$ cat config.mk
export PLATFORM = sky130hd
export DESIGN_NAME = mul_err_monitor_flat
export DESIGN_NICKNAME = d
export VERILOG_FILES = /design/src/rtl/mul_err_monitor_if.sv /design/src/rtl/mul_err_monitor.sv /design/src/flat_wrapper.sv
export SDC_FILE = /design/constraint.sdc
export NUM_CORES = 1
export LEC_CHECK = 0
export CAP_MARGIN = 5
export CORE_MARGIN = 3
export CORE_UTILIZATION = 40
export CTS_BUF_LIST = sky130_fd_sc_hd__clkbuf_8
export DETAILED_ROUTE_END_ITERATION = 7
export SKIP_CTS_REPAIR_TIMING = 1
export SLEW_MARGIN = 20
export SYNTH_ARGS = -nofsm -noshare
export SYNTH_HDL_FRONTEND = slang
export SYNTH_SLANG_ARGS = --single-unit
$ cat constraint.sdc
create_clock -name clk -period 4.83 [get_ports clk]
set_clock_uncertainty 0.05 [all_clocks]
set_input_delay 1.2075 -clock clk [delete_from_list [all_inputs] [get_ports clk]]
set_output_delay 1.2075 -clock clk [all_outputs]
set_load 0.1 [all_outputs]
$ cat src/rtl/mul_err_monitor_if.sv
// Sample stream into the error monitor: one (approximate, exact) product
// pair per accepted valid/ready transfer.
interface mul_err_monitor_if #(
    parameter int OUT_WIDTH = 32
);
    logic                 in_valid;
    logic                 in_ready;
    logic [OUT_WIDTH-1:0] appr;
    logic [OUT_WIDTH-1:0] exact;

    modport master (output in_valid, output appr, output exact, input in_ready);
    modport slave  (input in_valid, input appr, input exact, output in_ready);
endinterface

$ cat src/rtl/mul_err_monitor.sv
// Error-statistics monitor for the approximate multiplier datapath.
// Accepts a programmed number of (appr, exact) pairs, scales both by an
// arithmetic right shift, and accumulates signed error, absolute error,
// absolute result, peak error and exact-match counts. The run ends with a
// flush of the one-stage pipeline, after which results are held with done=1.
module mul_err_monitor #(
    parameter int OUT_WIDTH   = 32,
    parameter int SHIFT_WIDTH = 8,
    parameter int CNT_WIDTH   = 24,
    parameter int ACC_WIDTH   = 64
) (
    input  logic                        clk,
    input  logic                        rst_n,
    input  logic                        start,
    input  logic [CNT_WIDTH-1:0]        num_samples,
    mul_err_monitor_if.slave            s_if,
    output logic                        busy,
    output logic                        done,
    output logic signed [ACC_WIDTH-1:0] err_sum,
    output logic [ACC_WIDTH-1:0]        abs_err_sum,
    output logic [ACC_WIDTH-1:0]        abs_res_sum,
    output logic [OUT_WIDTH:0]          max_abs_err,
    output logic [CNT_WIDTH-1:0]        same_cnt,
    output logic [CNT_WIDTH-1:0]        sample_cnt
);
    // One extra bit makes the difference of two scaled products and the
    // magnitude of the most-negative product exact.
    localparam int EW = OUT_WIDTH + 1;

    typedef enum logic [1:0] {IDLE, RUN, FLUSH, DONE} state_t;

    state_t                 state_q, state_d;
    logic [CNT_WIDTH-1:0]   remaining_q, remaining_d;
    logic                   clear_stats;
    logic                   accept;

    logic signed [OUT_WIDTH-1:0] appr_s, exact_s;
    logic [EW-1:0]          err_w, abs_err_w, abs_res_w, exact_x;

    logic                   vld_p1_q, vld_p1_d;
    logic [EW-1:0]          err_p1_q, err_p1_d;
    logic [EW-1:0]          abs_err_p1_q, abs_err_p1_d;
    logic [EW-1:0]          abs_res_p1_q, abs_res_p1_d;

    logic [ACC_WIDTH-1:0]   err_sum_q, err_sum_d;
    logic [ACC_WIDTH-1:0]   abs_err_sum_q, abs_err_sum_d;
    logic [ACC_WIDTH-1:0]   abs_res_sum_q, abs_res_sum_d;
    logic [EW-1:0]          max_abs_err_q, max_abs_err_d;
    logic [CNT_WIDTH-1:0]   same_cnt_q, same_cnt_d;
    logic [CNT_WIDTH-1:0]   sample_cnt_q, sample_cnt_d;

    assign s_if.in_ready = (state_q == RUN);
    assign accept        = s_if.in_valid & (state_q == RUN);
    assign busy          = (state_q == RUN) | (state_q == FLUSH);
    assign done          = (state_q == DONE);
    assign err_sum       = err_sum_q;
    assign abs_err_sum   = abs_err_sum_q;
    assign abs_res_sum   = abs_res_sum_q;
    assign max_abs_err   = max_abs_err_q;
    assign same_cnt      = same_cnt_q;
    assign sample_cnt    = sample_cnt_q;

    // Run control: start handling, remaining-sample count, flush wait.
    always_comb begin
        state_d     = state_q;
        remaining_d = remaining_q;
        clear_stats = 1'b0;
        case (state_q)
            IDLE, DONE: begin
                if (start) begin
                    clear_stats = 1'b1;
                    if (num_samples != '0) begin
                        state_d     = RUN;
                        remaining_d = num_samples;
                    end else begin
                        state_d     = DONE;
                    end
                end
            end
            RUN: begin
                if (accept) begin
                    remaining_d = remaining_q - CNT_WIDTH'(1);
                    if (remaining_q == CNT_WIDTH'(1)) begin
                        state_d = FLUSH;
                    end
                end
            end
            FLUSH: begin
                if (!vld_p1_q) begin
                    state_d = DONE;
                end
            end
            default: state_d = IDLE;
        endcase
    end

    // Scaling, signed error and magnitudes of the incoming pair.
    always_comb begin
        appr_s    = $signed(s_if.appr) >>> SHIFT_WIDTH;
        exact_s   = $signed(s_if.exact) >>> SHIFT_WIDTH;
        exact_x   = {exact_s[OUT_WIDTH-1], exact_s};
        err_w     = {appr_s[OUT_WIDTH-1], appr_s} - exact_x;
        abs_err_w = err_w[EW-1] ? (~err_w + EW'(1)) : err_w;
        abs_res_w = exact_x[EW-1] ? (~exact_x + EW'(1)) : exact_x;
    end

    // Stage-1 capture: load the per-sample terms only on an accepted transfer.
    always_comb begin
        vld_p1_d     = accept;
        err_p1_d     = err_p1_q;
        abs_err_p1_d = abs_err_p1_q;
        abs_res_p1_d = abs_res_p1_q;
        if (accept) begin
            err_p1_d     = err_w;
            abs_err_p1_d = abs_err_w;
            abs_res_p1_d = abs_res_w;
        end
    end

    // Stage-2 accumulation; a new run clears everything first.
    always_comb begin
        err_sum_d     = err_sum_q;
        abs_err_sum_d = abs_err_sum_q;
        abs_res_sum_d = abs_res_sum_q;
        max_abs_err_d = max_abs_err_q;
        same_cnt_d    = same_cnt_q;
        sample_cnt_d  = sample_cnt_q;
        if (clear_stats) begin
            err_sum_d     = '0;
            abs_err_sum_d = '0;
            abs_res_sum_d = '0;
            max_abs_err_d = '0;
            same_cnt_d    = '0;
            sample_cnt_d  = '0;
        end else if (vld_p1_q) begin
            err_sum_d     = err_sum_q + {{(ACC_WIDTH-EW){err_p1_q[EW-1]}}, err_p1_q};
            abs_err_sum_d = abs_err_sum_q + ACC_WIDTH'(abs_err_p1_q);
            abs_res_sum_d = abs_res_sum_q + ACC_WIDTH'(abs_res_p1_q);
            sample_cnt_d  = sample_cnt_q + CNT_WIDTH'(1);
            if (err_p1_q == '0) begin
                same_cnt_d = same_cnt_q + CNT_WIDTH'(1);
            end
            if (abs_err_p1_q > max_abs_err_q) begin
                max_abs_err_d = abs_err_p1_q;
            end
        end
    end

    // State register and remaining-sample counter.
    always_ff @(posedge clk or negedge rst_n) begin
        if (!rst_n) begin
            state_q     <= IDLE;
            remaining_q <= '0;
        end else begin
            state_q     <= state_d;
            remaining_q <= remaining_d;
        end
    end

    // Stage-1 pipeline register; reset discards any in-flight sample.
    always_ff @(posedge clk or negedge rst_n) begin
        if (!rst_n) begin
            vld_p1_q     <= 1'b0;
            err_p1_q     <= '0;
            abs_err_p1_q <= '0;
            abs_res_p1_q <= '0;
        end else begin
            vld_p1_q     <= vld_p1_d;
            err_p1_q     <= err_p1_d;
            abs_err_p1_q <= abs_err_p1_d;
            abs_res_p1_q <= abs_res_p1_d;
        end
    end

    // Statistics registers.
    always_ff @(posedge clk or negedge rst_n) begin
        if (!rst_n) begin
            err_sum_q     <= '0;
            abs_err_sum_q <= '0;
            abs_res_sum_q <= '0;
            max_abs_err_q <= '0;
            same_cnt_q    <= '0;
            sample_cnt_q  <= '0;
        end else begin
            err_sum_q     <= err_sum_d;
            abs_err_sum_q <= abs_err_sum_d;
            abs_res_sum_q <= abs_res_sum_d;
            max_abs_err_q <= max_abs_err_d;
            same_cnt_q    <= same_cnt_d;
            sample_cnt_q  <= sample_cnt_d;
        end
    end
endmodule

$ cat src/flat_wrapper.sv
// flat-port wrapper written by rule: the top's interface ports become plain ports
module mul_err_monitor_flat 
#(
    parameter int OUT_WIDTH   = 32,
    parameter int SHIFT_WIDTH = 8,
    parameter int CNT_WIDTH   = 24,
    parameter int ACC_WIDTH   = 64
)
  (clk, rst_n, start, num_samples, busy, done, err_sum, abs_err_sum, abs_res_sum, max_abs_err, same_cnt, sample_cnt, s_if_in_valid, s_if_appr, s_if_exact, s_if_in_ready);
  mul_err_monitor_if #(.OUT_WIDTH(OUT_WIDTH)) s_if_i ();
  input  logic clk;
  input  logic rst_n;
  input  logic start;
  input  logic [CNT_WIDTH-1:0] num_samples;
  output logic busy;
  output logic done;
  output logic signed [ACC_WIDTH-1:0] err_sum;
  output logic [ACC_WIDTH-1:0] abs_err_sum;
  output logic [ACC_WIDTH-1:0] abs_res_sum;
  output logic [OUT_WIDTH:0] max_abs_err;
  output logic [CNT_WIDTH-1:0] same_cnt;
  output logic [CNT_WIDTH-1:0] sample_cnt;
  input wire logic [$bits(s_if_i.in_valid)-1:0] s_if_in_valid;
  input wire logic [$bits(s_if_i.appr)-1:0] s_if_appr;
  input wire logic [$bits(s_if_i.exact)-1:0] s_if_exact;
  output wire logic [$bits(s_if_i.in_ready)-1:0] s_if_in_ready;
  assign s_if_i.in_valid = s_if_in_valid;
  assign s_if_i.appr = s_if_appr;
  assign s_if_i.exact = s_if_exact;
  assign s_if_in_ready = s_if_i.in_ready;
  mul_err_monitor #(.OUT_WIDTH(OUT_WIDTH), .SHIFT_WIDTH(SHIFT_WIDTH), .CNT_WIDTH(CNT_WIDTH), .ACC_WIDTH(ACC_WIDTH)) u_core (.clk(clk), .rst_n(rst_n), .start(start), .num_samples(num_samples), .s_if(s_if_i), .busy(busy), .done(done), .err_sum(err_sum), .abs_err_sum(abs_err_sum), .abs_res_sum(abs_res_sum), .max_abs_err(max_abs_err), .same_cnt(same_cnt), .sample_cnt(sample_cnt));
endmodule
==> impl_metrics.py, run 1 <==
metrics = {
    "sta": {
        "hold_viol": 0,
        "rsz0062_at_grt": "false",
        "timing.final.crit_share": 0.912,
        "drv_slew": 0,
        "slew_headroom": 0.207,
        "worst_pin_slew_ps": 1190,
        "clock.fmax_ghz": 0.227,
        "post-route-min-period_ps": 4410,
        "setup_viol": 0,
        "tns_ps": 0,
    },
    "min_path": {
        "hold_path_depth": 2,
        "whs_endpoint": "u_core.abs_res_p1_q[22]",
        "min_from": "u_core.abs_res_p1_q[22]",
        "hold_class": "reg2reg",
    },
    "clock_network": {
        "clkSinkCount": 390,
        "cts_tree": "done",
        "clockBufferDepth": 3,
        "clockRootBuffer": "clkbuf_8",
        "worst_skew_pair.late_latency_ps": 680,
        "numCtsBuffers": 74,
        "clk_pin_slew_ps": 60,
        "h-tree-depth": 3,
    },
    "outcome": {
        "status": "finished, final reports clean",
    },
    "setup_path": {
        "cp_max_fo": 3,
        "rr_worst_depth": 14,
        "r2r_slack_ps": 470,
        "arrival_ps": 4840,
        "timing.rr.end": "u_core.err_sum[60]",
        "startpoint": "s_if_exact[8]",
        "startpoint_type": "input port",
        "cp-end-kind": "register",
        "timing.rr.start": "u_core.err_p1_q[0]",
        "cp.required_ps": 5270,
        "path_class": "in2reg",
    },
    "floorplan": {
        "core_area_um2": 66100,
        "die_h_um": 265,
        "dieArea_um2": 70200,
        "io_pins": 368,
        "rows": 94,
        "initial_core_util": 0.406,
        "die_w_um": 265,
    },
    "yosys": {
        "synthAdderAreaFrac": 0.0945,
        "ys_seq_area_frac": 0.364,
        "synth_xor_area_frac": 0.0813,
        "synth_area_leaders": "dfrtp_1 36%, ha_1 9.1%, xnor2_1 5.0%",
        "synth.distinct_cells": 91,
        "yosysMostFrequentCell": "dfrtp_1",
        "async_reset_ff_frac": 1.00,
        "yosys-mux-area-fraction": 0.0262,
        "synth_top_area_frac": 0.364,
        "synth.avg_cell_area_um2": 8.48,
        "yosysTopAreaCell": "dfrtp_1",
        "synth_fp_nets": 3453,
        "synth-edff-count": 0,
        "synth_cells": 3161,
        "synth-compound-area-share": 0.191,
        "synthFlopType": "dfrtp_1",
        "ys_ff_latch": 390,
        "yosysWarnings": 0,
        "synth_top_family_by_area": "simple AND/OR/NAND/NOR gates",
        "synth-simple-area-share": 0.205,
        "synth_commonest_cells": "390 x dfrtp_1, 344 x nand2_1, 314 x nor2_1, 256 x o21ai_0, 233 x a21oi_1",
        "synth_area_um2": 26800,
    },
    "placement": {
        "dp_hpwl_um": 65000,
        "place.gp.congestion": 0.920,
        "io_buffers": 351,
    },
    "power_and_ir_drop": {
        "power_density_nw_per_um2": 607,
        "leakage_nw": 15.1,
        "irDropWorstVdd_mv": 0.432,
        "p_total_mw": 20.2,
    },
    "global_routing": {
        "grt_pass1_vias": 24500,
        "grt_overflow": 0,
        "track_usage": 0.243,
        "grt_pass1_wl_um": 137000,
        "antenna_found_initial": 1,
        "grt_max_degree": 118,
    },
    "detailed_routing": {
        "vias": 24800,
        "drt_first_iter_violations": 1788,
        "route.detailed.drc": 0,
        "ant_nets": 0,
        "drt-total-wl_um": 87100,
        "drt_first_pass_iters": 6,
        "viasPerCell": 5.57,
        "post_drt_wl_per_cell_um": 19.5,
    },
    "cells_and_area": {
        "multiInputGateArea_um2": 16100,
        "nets": 3830,
        "regArea_um2": 9760,
        "areaGrowthSynthToFinish_pct": 24.0,
        "drive_above_1_share": 0.0712,
        "nFillCells": 6276,
    },
    "run": {
        "max_cap_violations": 0,
    },
}
-- kinds of logic after synthesis --
kind of cell               after synthesis
adders and majority gates              200
muxes                                   70
and+or+nand+nor                       1156
buffers and inverters                  270
AOI/OAI and AO/OA                      826
DFF                                    390
xor gates and xnor gates               249
-- final cells by class --
cell class | instances | area share
multi-input combinational | 2501 | 0.483
sequential | 390 | 0.294
timing repair buffer | 446 | 0.129
clock buffer | 90 | 0.0373
tap | 864 | 0.0325
inverter | 125 | 0.0141
clock inverter | 42 | 0.00986
antenna | 1 | 0.0000753
-- state kept, by name, summed over array words and instances (netlist names), 24 cells and up --
register             flops
u_core.abs_err_sum      64
u_core.err_sum          64
u_core.remaining_q      24
u_core.abs_res_sum      64
u_core.sample_cnt       24
u_core.same_cnt         24
u_core.err_p1_q         25
u_core.max_abs_err      33
u_core.abs_err_p1_q     32
u_core.abs_res_p1_q     33
-- power breakdown --
| part | internal [mW] | total, mW | switching [mW] | leakage (nW) |
|---|---|---|---|---|
| Sequential | 4.09 | 5.02 | 0.927 | 5.21 |
| Combinational | 3.56 | 11.7 | 8.13 | 8.96 |
| Clock | 1.92 | 3.48 | 1.56 | 0.880 |
-- worst max-delay path, stage by stage --
cell             delay (ps)
clkdlybuf4s50_1         490
ha_1                    170
inv_1                    50
fa_1                    410
a211o_1                 340
a21o_1                  160
a21oi_1                 170
xnor2_1                 140
a2111oi_4               430
nor3b_1                 310
nand2_1                 120
nor4_1                  330
buf_4                   180
a31oi_1                 100
xnor2_1                 150
o21ai_0                  80
-- how the worst max path moves through the flow --
stage                              end  slack (ps)  depth (start not counted)
6_report       u_core.abs_err_p1_q[23]         420                         16
5_1_grt        u_core.abs_err_p1_q[23]         160                         18
4_1_cts        u_core.abs_err_p1_q[23]         470                         15
3_5_place_dp   u_core.abs_err_p1_q[21]        -230                         16
3_3_place_gp   u_core.abs_err_p1_q[23]        -210                         18
2_1_floorplan  u_core.abs_err_p1_q[24]         450                         15
-- per-layer routing --
metal  global-route usage  part of all wire  up-vias
li1                     -                 -    12000
met2                0.398              0.46      692
met4               0.0863             0.030        0
met3               0.0517             0.064      125
met5                    0                 0        -
met1                0.320              0.44    12000
-- per-stage QoR --
step | utilization | hold slack, ps | area (um^2) | instances | setup WS, ps
global route | 0.503 | 464 | 33300 | 4459 | 164
CTS | 0.503 | 441 | 33300 | 4458 | 469
detailed placement | 0.480 | 427 | 31700 | 4326 | -231
finish | 0.503 | 440 | 33300 | 4459 | 425
global placement | 0.480 | 421 | 31700 | 4326 | -207
floorplan | - | 404 | 26800 | 3161 | 454
-- layout by cell type (no fill, tap or decap), types with 8 or more instances in the layout --
cell type / Yosys / routed
a211oi_1: 21 / 21
a21o_1: 108 / 108
a21oi_1: 233 / 233
a31oi_1: 22 / 22
a41oi_1: 8 / 8
and2_1: 33 / 32
and3_1: 37 / 37
and4_1: 12 / 12
buf_4: 0 / 89
clkbuf_8: 0 / 90
clkdlybuf4s50_1: 0 / 346
clkinv_2: 0 / 9
dfrtp_1: 390 / 389
ha_1: 196 / 196
inv_1: 124 / 144
mux2i_1: 68 / 68
nand2_1: 344 / 342
nand2b_1: 19 / 19
nand3_1: 124 / 124
nand4_1: 60 / 60
nor2_1: 314 / 313
nor2b_1: 26 / 26
nor3_1: 63 / 63
nor3b_1: 10 / 10
nor4_1: 30 / 30
o211ai_1: 15 / 15
o21a_1: 19 / 19
o21ai_0: 256 / 256
o21bai_1: 20 / 20
o22ai_1: 10 / 10
o31ai_1: 23 / 23
or2_2: 14 / 14
or3_1: 30 / 30
or4_1: 11 / 11
xnor2_1: 152 / 152
xor2_1: 97 / 97
(Power assumes the default switching activity.)
==> inputs of run 2 (changes only) <==
CORE_ASPECT_RATIO = 2   (was unset)
==> run 2 against run 1 <==
Flip-flop and latch count unchanged; power decreased by 1.2%; combinational power about the same; worst hold slack got worse by 1.0 ps; critical endpoint is now u_core.err_sum[52]; critical path depth decreased by 2.
==> impl_metrics.py, run 2 (synthesis results as in run 1) <==
metrics = {
    "outcome": {
        "status": "finished, final reports clean",
    },
    "cells_and_area": {
        "mostFrequentLayoutCell": "dfrtp_1",
        "nets": 3839,
        "layout.cells.non_filler": 4473,
        "multiInputGateArea_um2": 16100,
        "regArea_um2": 9760,
        "areaGrowthSynthToFinish_pct": 23.7,
        "final_cell_mix": "389 x dfrtp_1, 348 x clkdlybuf4s50_1, 342 x nand2_1, 313 x nor2_1, 256 x o21ai_0",
        "nFillCells": 6386,
        "fin_area_um2": 33200,
        "drive_above_1_share": 0.0729,
    },
    "sta": {
        "slew_headroom": 0.230,
        "rsz0062_at_grt": "false",
        "drv_slew": 0,
        "setup_viol": 0,
        "timing.final.crit_share": 0.937,
        "clock.fmax_ghz": 0.221,
        "worst_pin_slew_ps": 1150,
        "tns_ps": 0,
        "post-route-min-period_ps": 4530,
        "hold_viol": 0,
    },
    "setup_path": {
        "cp.required_ps": 5290,
        "startpoint_type": "register",
        "cp_slowest_cell": "a221oi_1",
        "arrival_ps": 4990,
        "crit_top_cell": "o21ai_0",
        "crit_buf_inv": 1,
        "cp-end-kind": "register",
        "path_cells": "ha_1, inv_1, fa_1, nor2b_1, o31ai_1, a211oi_1, nor3b_1, o211ai_1, a41o_1, a221oi_1, o21ai_0, a31oi_1, xor2_1, o21ai_0",
        "crit_family": "compound AO/OA/AOI/OAI gates",
        "cp_max_fo": 3,
        "cpPeakStageDelay_ps": 590,
        "path_class": "reg2reg",
    },
    "floorplan": {
        "dieArea_um2": 70400,
        "core_area_um2": 66100,
        "die_h_um": 372,
        "initial_core_util": 0.406,
        "die_w_um": 189,
        "rows": 133,
        "io_pins": 368,
    },
    "detailed_routing": {
        "route.detailed.drc": 0,
        "drt-total-wl_um": 92300,
        "drt_first_iter_violations": 1258,
        "post_drt_wl_per_cell_um": 20.6,
        "ant_nets": 0,
        "vias": 25100,
        "drt_first_pass_iters": 7,
        "viasPerCell": 5.61,
    },
    "clock_network": {
        "clockRootBuffer": "clkbuf_8",
        "clockBufferDepth": 3,
        "clkSinkCount": 390,
        "cts_tree": "done",
        "worst_skew_pair.late_latency_ps": 690,
        "clk_pin_slew_ps": 60,
        "h-tree-depth": 3,
        "numCtsBuffers": 66,
    },
    "placement": {
        "dp_hpwl_um": 70600,
        "dp.cells": 4356,
        "io_buffers": 351,
        "place.gp.congestion": 0.935,
        "dpl_cell_area_um2": 31800,
    },
    "run": {
        "max_cap_violations": 0,
    },
    "power_and_ir_drop": {
        "p_total_mw": 20.0,
        "p_int_mw": 9.32,
        "combPwrFrac": 0.588,
        "power_density_nw_per_um2": 602,
        "leakage_nw": 15.0,
        "pwr-share-seq": 0.255,
        "irDropWorstVdd_mv": 0.562,
        "switching_share": 0.533,
        "p_switching_mw": 10.6,
        "p_clk_frac": 0.157,
    },
    "global_routing": {
        "grt_pass1_wl_um": 142000,
        "antenna_found_initial": 1,
        "grt_overflow": 0,
        "grt_max_degree": 106,
        "grt_pass1_vias": 25700,
        "track_usage": 0.258,
    },
    "min_path": {
        "hold_class": "reg2reg",
    },
}
## run 2: cell count changes in the layout (fill, tap and decap cells not counted), sizes merged
cell,before,now
clkbuf,91,86
buf,99,114
clkinv,12,9
clkdlybuf4s50,346,348
inv,148,142
bufinv,4,1
clkinvlp,3,4
## run 2: final cells by class
cell class                      count  share of cell area
Multi-Input combinational cell   2501               0.485
Sequential cell                   390               0.294
Timing Repair Buffer              463               0.133
Clock buffer                       85              0.0353
Tap cell                          877              0.0331
Inverter                          125              0.0142
Clock inverter                     31             0.00559
Antenna cell                        1           0.0000755
## run 2: per-layer routing
metal  global-route usage  wire length, um  vias to the layer above
li1                     -                -                    12000
met1                0.263            33400                    12200
met2                0.483            48500                      699
met3               0.0600             5180                      189
met4                0.135             5120                        0
met5                    0                0                        -
## run 2: final timing paths
kind / start / endpoint / slack [ps] / cells past startpoint
setup / recovery: u_core.err_sum[0] / u_core.err_sum[52] / 300 / 14
max in group asynchronous: rst_n / u_core.err_sum[35] / 3160 / 2
min in group asynchronous: rst_n / u_core.abs_res_sum[5] / 450 / 1
hold / removal: u_core.abs_res_p1_q[26] / u_core.abs_res_p1_q[26] / 440 / 1
setup reg to reg: u_core.err_sum[0] / u_core.err_sum[52] / 300 / 14
hold reg to reg: u_core.abs_res_p1_q[26] / u_core.abs_res_p1_q[26] / 440 / 1
## run 2: through the flow
stage,util,setup slack (ps),hold WS (ps)
after floorplan,-,454,404
final,0.502,302,439
after detailed placement,0.481,-219,428
after global routing,0.502,76.6,457
after global placement,0.481,-189,422
after CTS,0.502,327,427
## run 2: power by group through the flow
stage          clock network, mW  logic, mW  registers, mW
2_1_floorplan                  0       5.81           7.65
3_3_place_gp                   0       11.5           5.13
3_5_place_dp                   0       11.7           5.16
4_1_cts                     3.25       11.8           5.10
5_1_grt                     3.38       12.7           5.19
6_report                    3.13       11.7           5.09
==> inputs of run 3 (changes only) <==
CORE_ASPECT_RATIO = 0.5   (was 2)
clock period = 4.71 ns   (was 4.83 ns; I/O delays follow)
==> run 3 against run 2 <==
Sequential power up 3%; worst hold slack improved by 3.1 ps; sequential share of layout area is essentially flat; final area up 0.13%; non-clock buffer count increased by 3; register-to-register slack better by 98 ps; final cell count rose by 0.25%; flip-flop and latch count unchanged; critical path type is now in2reg.
==> impl_metrics.py, run 3 (synthesis results as in run 1) <==
metrics = {
    "floorplan": {
        "rows": 66,
        "dieArea_um2": 70400,
        "initial_core_util": 0.408,
        "io_pins": 368,
        "die_w_um": 372,
        "die_h_um": 189,
        "core_area_um2": 65700,
    },
    "sta": {
        "setup_viol": 0,
        "timing.final.crit_share": 0.941,
        "worst_pin_slew_ps": 1080,
        "hold_viol": 0,
        "clock.fmax_ghz": 0.226,
        "rsz0062_at_grt": "false",
        "drv_slew": 0,
        "slew_headroom": 0.278,
        "post-route-min-period_ps": 4430,
    },
    "setup_path": {
        "cp_slowest_cell": "clkdlybuf4s50_1",
        "rr_worst_depth": 14,
        "cpPeakStageDelay_ps": 490,
        "cp.required_ps": 5260,
        "startpoint_type": "input port",
        "cp.depth": 15,
        "cp_max_fo": 4,
        "crit_family": "simple AND/OR/NAND/NOR gates",
        "crit_end": "u_core.abs_err_p1_q[24]",
        "path_class": "in2reg",
        "path_cells": "clkdlybuf4s50_1, ha_1, inv_1, fa_1, a211o_1, a21o_1, a21oi_1, xnor2_1, a2111oi_4, nand4b_1, or4_4, nor3_4, nand4_1, or2_1, o21ai_2",
        "arrival_ps": 4980,
        "startpoint": "s_if_exact[8]",
        "crit_buf_inv": 2,
        "timing.rr.start": "u_core.err_p1_q[0]",
        "r2r_slack_ps": 400,
        "cp-end-kind": "register",
        "timing.rr.end": "u_core.abs_err_sum[56]",
    },
    "clock_network": {
        "worst_skew_pair.late_latency_ps": 680,
        "h-tree-depth": 3,
        "numCtsBuffers": 66,
        "cts_tree": "done",
        "clockBufferDepth": 3,
        "clk_pin_slew_ps": 70,
        "clkSinkCount": 390,
        "clockRootBuffer": "clkbuf_8",
    },
    "cells_and_area": {
        "multiInputGateArea_um2": 16100,
        "final_cell_mix": "389 x dfrtp_1, 349 x clkdlybuf4s50_1, 342 x nand2_1, 313 x nor2_1, 256 x o21ai_0",
        "regArea_um2": 9760,
        "mostFrequentLayoutCell": "dfrtp_1",
        "nets": 3842,
        "areaGrowthSynthToFinish_pct": 23.8,
        "drive_above_1_share": 0.0728,
        "final_util": 0.506,
        "nFillCells": 6340,
        "layout.cells.non_filler": 4484,
    },
    "run": {
        "max_cap_violations": 0,
    },
    "placement": {
        "dp.cells": 4366,
        "place.gp.congestion": 0.895,
        "io_buffers": 351,
        "dp_hpwl_um": 65700,
    },
    "outcome": {
        "status": "finished, final reports clean",
    },
    "global_routing": {
        "track_usage": 0.244,
        "grt_pass1_vias": 24200,
        "grt_max_degree": 111,
        "grt_overflow": 0,
        "grt_pass1_wl_um": 137000,
        "antenna_found_initial": 3,
    },
    "detailed_routing": {
        "post_drt_wl_per_cell_um": 19.4,
        "ant_nets": 0,
        "vias": 24700,
        "drt-total-wl_um": 86800,
        "drt_first_pass_iters": 5,
        "route.detailed.drc": 0,
        "viasPerCell": 5.51,
        "drt_first_iter_violations": 1524,
    },
    "power_and_ir_drop": {
        "p_clk_frac": 0.158,
        "combPwrFrac": 0.585,
        "power_density_nw_per_um2": 614,
        "leakage_nw": 15.0,
        "switching_share": 0.533,
        "p_switching_mw": 10.9,
        "irDropWorstVdd_mv": 0.501,
        "p_int_mw": 9.51,
        "pwr-share-seq": 0.257,
    },
    "min_path": {
        "hold_class": "reg2reg",
    },
}
==> run 3: how the worst min path moves through the flow <==
stage                                  from                 endpoint  cells after the start
finish              u_core.abs_res_p1_q[12]  u_core.abs_res_p1_q[12]                      2
global placement    u_core.abs_res_p1_q[32]  u_core.abs_res_p1_q[32]                      1
global route        u_core.abs_res_p1_q[26]  u_core.abs_res_p1_q[26]                      1
CTS                 u_core.abs_res_p1_q[30]  u_core.abs_res_p1_q[30]                      1
floorplan            u_core.abs_res_p1_q[0]   u_core.abs_res_p1_q[0]                      2
detailed placement  u_core.abs_res_p1_q[30]  u_core.abs_res_p1_q[30]                      1
==> run 3: routing by layer <==
layer / vias to the layer above / part of all wire / track usage
met2: 502 / 0.48 / 0.413
met1: 12000 / 0.46 / 0.328
met4: 2 / 0.022 / 0.0604
met5: - / 0.00015 / 0
li1: 12100 / - / -
met3: 105 / 0.043 / 0.0373
==> run 3: cell type report <==
cell class                 instances  area share
clock inverter                    38     0.00765
multi-input combinational       2501       0.485
sequential                       390       0.294
timing repair buffer             466       0.134
tap                              884      0.0333
antenna                            2    0.000151
inverter                         125      0.0141
clock buffer                      78      0.0323
==> run 3: worst register-to-register path, delay by kind of cell (launching register included) <==
family          cells  cell delay [ps]
buf+inv             1               50
fa+ha+maj           2              640
simple gates        2              660
compound gates      9             2320
flops               1              500
==> run 3: per-stage QoR <==
stage	hold slack, ps	power [mW]	TNS, ps	setup slack [ps]	cell area, um^2
finish	442	20.4	0	277	33200
global route	468	21.8	0	49.3	33200
CTS	445	20.5	0	305	33200
detailed placement	429	17.2	-4970	-385	31900
global placement	423	17.0	-4260	-353	31900
floorplan	404	13.8	0	364	26800
==> run 3: power groups by stage <==
stage	registers, mW	clock network (mW)	logic, mW
floorplan	7.85	0	5.96
global placement	5.28	0	11.8
detailed placement	5.29	0	11.9
CTS	5.24	3.32	11.9
global route	5.33	3.47	13.0
finish	5.24	3.22	11.9
